$ cat config.mk
export PLATFORM = sky130hd
export DESIGN_NAME = input_debouncer
export DESIGN_NICKNAME = d
export VERILOG_FILES = /design/src/rtl/input_debouncer_pkg.sv /design/src/rtl/debounce_channel.sv /design/src/rtl/input_debouncer.sv
export SDC_FILE = /design/constraint.sdc
export NUM_CORES = 1
export LEC_CHECK = 0
export ABC_AREA = 0
export CAP_MARGIN = 25
export CORE_ASPECT_RATIO = 0.8
export CORE_MARGIN = 10
export CORE_UTILIZATION = 36
export CTS_CLUSTER_SIZE = 16
export DETAILED_ROUTE_END_ITERATION = 8
export PLACE_DENSITY = 0.59
export SETUP_SLACK_MARGIN = 0.1
export SLEW_MARGIN = 5
export SYNTH_ARGS = -nofsm -noshare
export SYNTH_HDL_FRONTEND = slang
export SYNTH_SLANG_ARGS = --single-unit
$ cat constraint.sdc
create_clock -name i_clk -period 2 [get_ports i_clk]
set_input_delay 0.4 -clock i_clk [delete_from_list [all_inputs] [get_ports i_clk]]
set_output_delay 0.4 -clock i_clk [all_outputs]
set_load 0.1 [all_outputs]
$ cat src/rtl/input_debouncer_pkg.sv
// input_debouncer_pkg: shared state encoding and parameter defaults for the debouncer.
package input_debouncer_pkg;
    typedef enum logic [1:0] {STABLE_LO, CHK_HI, STABLE_HI, CHK_LO} db_state_t;
    localparam int SYNC_STAGES_DEF     = 2;
    localparam int DEBOUNCE_CYCLES_DEF = 50000;
    localparam int CNT_WIDTH_DEF       = 16;
endpackage

$ cat src/rtl/debounce_channel.sv
// debounce_channel: one synchroniser plus counter FSM producing a clean level and edge pulses.
module debounce_channel
    import input_debouncer_pkg::*;
#(
    parameter int SYNC_STAGES     = SYNC_STAGES_DEF,
    parameter int DEBOUNCE_CYCLES = DEBOUNCE_CYCLES_DEF,
    parameter int CNT_WIDTH       = CNT_WIDTH_DEF
) (
    input  logic i_clk,
    input  logic i_rst,
    input  logic i_raw,
    output logic o_clean,
    output logic o_rise,
    output logic o_fall,
    output logic o_busy
);
    logic [SYNC_STAGES-1:0] sync_q;
    db_state_t              state_q, state_d;
    logic [CNT_WIDTH-1:0]   cnt_q, cnt_d;
    logic                   clean_q, clean_d, rise_q, rise_d, fall_q, fall_d;
    logic                   s, accept;

    assign s      = sync_q[SYNC_STAGES-1];
    assign accept = cnt_q == CNT_WIDTH'(DEBOUNCE_CYCLES - 1);

    always_ff @(posedge i_clk) begin
        if (i_rst) begin
            sync_q  <= '0;
            state_q <= STABLE_LO;
            cnt_q   <= '0;
            clean_q <= 1'b0;
            rise_q  <= 1'b0;
            fall_q  <= 1'b0;
        end else begin
            sync_q  <= {sync_q[SYNC_STAGES-2:0], i_raw};
            state_q <= state_d;
            cnt_q   <= cnt_d;
            clean_q <= clean_d;
            rise_q  <= rise_d;
            fall_q  <= fall_d;
        end
    end

    // cnt tracks consecutive cycles where the synchronised input disagrees with the clean level
    always_comb begin
        state_d = state_q;
        cnt_d   = '0;
        clean_d = clean_q;
        rise_d  = 1'b0;
        fall_d  = 1'b0;
        case (state_q)
            STABLE_LO: if (s) begin
                state_d = CHK_HI;
                cnt_d   = CNT_WIDTH'(1);
            end
            CHK_HI: if (!s) begin
                state_d = STABLE_LO;
            end else if (accept) begin
                state_d = STABLE_HI;
                clean_d = 1'b1;
                rise_d  = 1'b1;
            end else begin
                cnt_d = cnt_q + 1'b1;
            end
            STABLE_HI: if (!s) begin
                state_d = CHK_LO;
                cnt_d   = CNT_WIDTH'(1);
            end
            CHK_LO: if (s) begin
                state_d = STABLE_HI;
            end else if (accept) begin
                state_d = STABLE_LO;
                clean_d = 1'b0;
                fall_d  = 1'b1;
            end else begin
                cnt_d = cnt_q + 1'b1;
            end
            default: state_d = STABLE_LO;
        endcase
    end

    assign o_clean = clean_q;
    assign o_rise  = rise_q;
    assign o_fall  = fall_q;
    assign o_busy  = (state_q == CHK_HI) || (state_q == CHK_LO);
endmodule

$ cat src/rtl/input_debouncer.sv
// input_debouncer: N_CH independent debounced channels with a shared busy indication.
module input_debouncer
    import input_debouncer_pkg::*;
#(
    parameter int N_CH            = 2,
    parameter int SYNC_STAGES     = SYNC_STAGES_DEF,
    parameter int DEBOUNCE_CYCLES = DEBOUNCE_CYCLES_DEF,
    parameter int CNT_WIDTH       = CNT_WIDTH_DEF
) (
    input  logic            i_clk,
    input  logic            i_rst,
    input  logic [N_CH-1:0] i_raw,
    output logic [N_CH-1:0] o_clean,
    output logic [N_CH-1:0] o_rise,
    output logic [N_CH-1:0] o_fall,
    output logic            o_busy
);
    logic [N_CH-1:0] busy;

    for (genvar g = 0; g < N_CH; g++) begin : g_ch
        debounce_channel #(
            .SYNC_STAGES    (SYNC_STAGES),
            .DEBOUNCE_CYCLES(DEBOUNCE_CYCLES),
            .CNT_WIDTH      (CNT_WIDTH)
        ) u_ch (
            .i_clk  (i_clk),
            .i_rst  (i_rst),
            .i_raw  (i_raw[g]),
            .o_clean(o_clean[g]),
            .o_rise (o_rise[g]),
            .o_fall (o_fall[g]),
            .o_busy (busy[g])
        );
    end

    assign o_busy = |busy;
endmodule

==> flow_metrics.tcl <==
set metrics [dict create \
    status "finished clean" \
    ys_ff_latch 46 \
    hold_violations 0 \
    hold_class "register to register" \
    synth_edf_count 0 \
    crit_type "register to register" \
    synthArstFlopShare_pct 0 \
    grt_pass1_wl_mm 6.32 \
    grt-ovfl-total 0 \
    crit_path_end_kind "register" \
    post-dp-hpwl_mm 2.60 \
    initial_utilization_pct 37.2 \
    period_share_pct 92.4 \
    switching_share_pct 23.7 \
    grt_use_total_pct 8.35 \
    reg2reg_depth 4 \
    grt_pass1_vias 1414 \
    cp_slowest_cell "or4_4" \
    ir_drop_mv 0.250 \
    yosys-top-cells-count "dfxtp_1, nor2_1, xnor2_1" \
    cts_tree "built" \
    critPathRequiredTime_ns 2.19 \
    port_buffers 10 \
    root_buffer "clkbuf_8" \
    p_sw_w 0.000373 \
    ioPinCount 11 \
    vias 1488 \
    die_width_um 104 \
    finalWirelength_mm 3.80 \
    synth-warning-count 0 \
    firstDrtPassIters 4 \
    cts.sinks 46 \
    power_w 0.00157 \
    grt_max_degree 16 \
    clk_pin_slew_ns 0.09 \
    crit_cells 4 \
    rows 24 \
    nNetsFinal 249 \
    slowest_delay_ns 0.59 \
    timing.fmax_ghz 0.541 \
    drcViolationCount 0 \
    core_mm2 0.00544 \
    path_max_fanout 7 \
    drt_iter0_drc 57 \
    rsz0062_at_grt "yes" \
    pwr-share-comb_pct 4.9 \
    syn_nets 225 \
    grt_antenna_before_repair 0 \
    crit_chain "or4b_4 -> or4_4 -> nand3_2 -> nor2_1" \
    synth_area_leader_cell "dfxtp_1" \
    seq_area_frac_synth_pct 45.5 \
    p_seq_share_pct 59.4 \
    crit_arrival_ns 2.04 \
    syn_avg_cell_area_um2 9.23 \
    layout-drive-gt1-share_pct 18.9 \
    synth_top_cell_area_share_pct 45.5 \
    floorplan.die_area_mm2 0.00903 \
    numCtsBuffers 5 \
    ys_types 38 \
    globalplace.congestion 0.768 \
    antennaDiodeCount 0 \
    power_density_mw_per_mm2 655 \
    worst_pin_slew_ns 0.544 \
    pwr-share-clk_pct 35.7 \
    maxCapViolations 0 \
    yosysMostFrequentCell "dfxtp_1" \
    post_drt_wl_per_cell_um 11.8 \
    period_minus_slack_ns 1.85 \
    hold_depth 1 \
    ys.flop_type "dfxtp_1" \
    path_buf_inv 0 \
    fin_worst_skew_ns 0.0126 \
    maxSlewHeadroom_pct 63.7 \
    post_cts_buffers 0 \
    syn-cell-area_mm2 0.00202 \
    ctsHtreeMaxLevel 2 \
    cp_top_family "simple AND/OR/NAND/NOR gates" \
    synthTopCellsByArea "dfxtp_1, xnor2_1, nor2_1" \
    synthCells 219 \
    startpoint_type "register" \
    setup_viol 0 \
    p_int_w 0.00120 \
    whs_ns 0.444 \
    clock_path_buffers 2 \
    fillers 533 \
    layout-area-overhead-vs-synth_pct 18.6 \
    ff2ff_setup_slack_ns 0.15 \
    ant_nets 0 \
    maxSlewViolCount 0 \
    leakagePower_nw 0.816 \
    insertion_delay_ns 0.29 \
    vias_per_cell 4.62 \
    die_h_um 87.0 \
]
[final timing paths]
kind	start	end
worst max-delay path	g_ch[0].u_ch.cnt_q[12]$_SDFF_PP0_	g_ch[0].u_ch.cnt_q[11]$_SDFF_PP0_
worst max register to register	g_ch[0].u_ch.cnt_q[12]$_SDFF_PP0_	g_ch[0].u_ch.cnt_q[11]$_SDFF_PP0_
worst min-delay path	g_ch[0].u_ch.sync_q[0]$_SDFF_PP0_	g_ch[0].u_ch.sync_q[1]$_SDFF_PP0_
worst min register to register	g_ch[0].u_ch.sync_q[0]$_SDFF_PP0_	g_ch[0].u_ch.sync_q[1]$_SDFF_PP0_
[cell type report]
class | instances | area [µm²] | area share [%]
inverter | 11 | 41.3 | 1.72
timing repair buffer | 24 | 200 | 8.35
clock buffer | 5 | 68.8 | 2.87
sequential | 46 | 922 | 38.5
multi-input combinational | 155 | 1050 | 43.7
tap | 78 | 97.6 | 4.07
clock inverter | 3 | 18.8 | 0.783
[stage by stage]
stage                     instance area (µm²)  TNS, ns  instances  setup WS, ns  utilization (%)
final                                    2400        0        322         0.151             44.1
after global routing                     2400        0        322        0.0931             44.1
after CTS                                2360        0        320        0.0940             43.4
after detailed placement                 2250  -0.0303        312      -0.00970             41.4
after global placement                   2250        0        312        0.0685             41.4
after floorplan                          2020        0        219         0.139                -
[state kept, by name (all words and copies together) (netlist names), named ones only]
signal             cells
g_ch.u_ch.o_clean      2
g_ch.u_ch.sync_q       4
g_ch.u_ch.cnt_q       32
g_ch.u_ch.o_rise       2
g_ch.u_ch.o_fall       2
g_ch.u_ch.state_q      2
[power groups by stage]
stage                     Clock [W]  Sequential (W)  Combinational, W
after CTS                  0.000581        0.000932         0.0000769
after global routing       0.000617        0.000934         0.0000821
after detailed placement          0        0.000953         0.0000762
final                      0.000561        0.000933         0.0000771
after floorplan                   0        0.000951         0.0000594
after global placement            0        0.000953         0.0000761
[timing repair]
| item | CTS | global route |
|---|---|---|
| gates resized for setup | 3 | 4 |
| hold buffers | 0 | 0 |
| cloned | 0 | 2 |
| pin swaps | 0 | 2 |
| setup endpoints to repair | 23 | 20 |
[logic make-up after synthesis]
kind of cell,Yosys count,share of synthesized area (%)
adders and majority gates,2,1.24
DFF,46,45.5
AOI/OAI and AO/OA,15,3.96
and+or+nand+nor,107,30.8
xor gates and xnor gates,25,10.8
muxes,4,2.04
buffers and inverters,20,5.57
[layout by cell type, fill, tap and decap left out, types with 4 or more instances in the layout]
cell type and instances:
a21oi_1 8, buf_4 20, clkbuf_8 5, dfxtp_1 45, inv_1 11, nand2_1 8, nand2b_1 4, nand3_1 9
nand4_1 8, nor2_1 37, nor2b_1 5, nor3_1 6, nor4_1 4, o21ai_0 5, xnor2_1 17, xor2_1 8
[per-layer routing]
metal	up-vias	share of wire [%]	GRT usage, %
met5	-	0	0
met4	0	0.66	2.65
met3	2	4.1	2.74
met2	22	40	12.9
met1	671	56	10.8
li1	793	-	-
No activity file was read; power rests on OpenSTA's default activity.
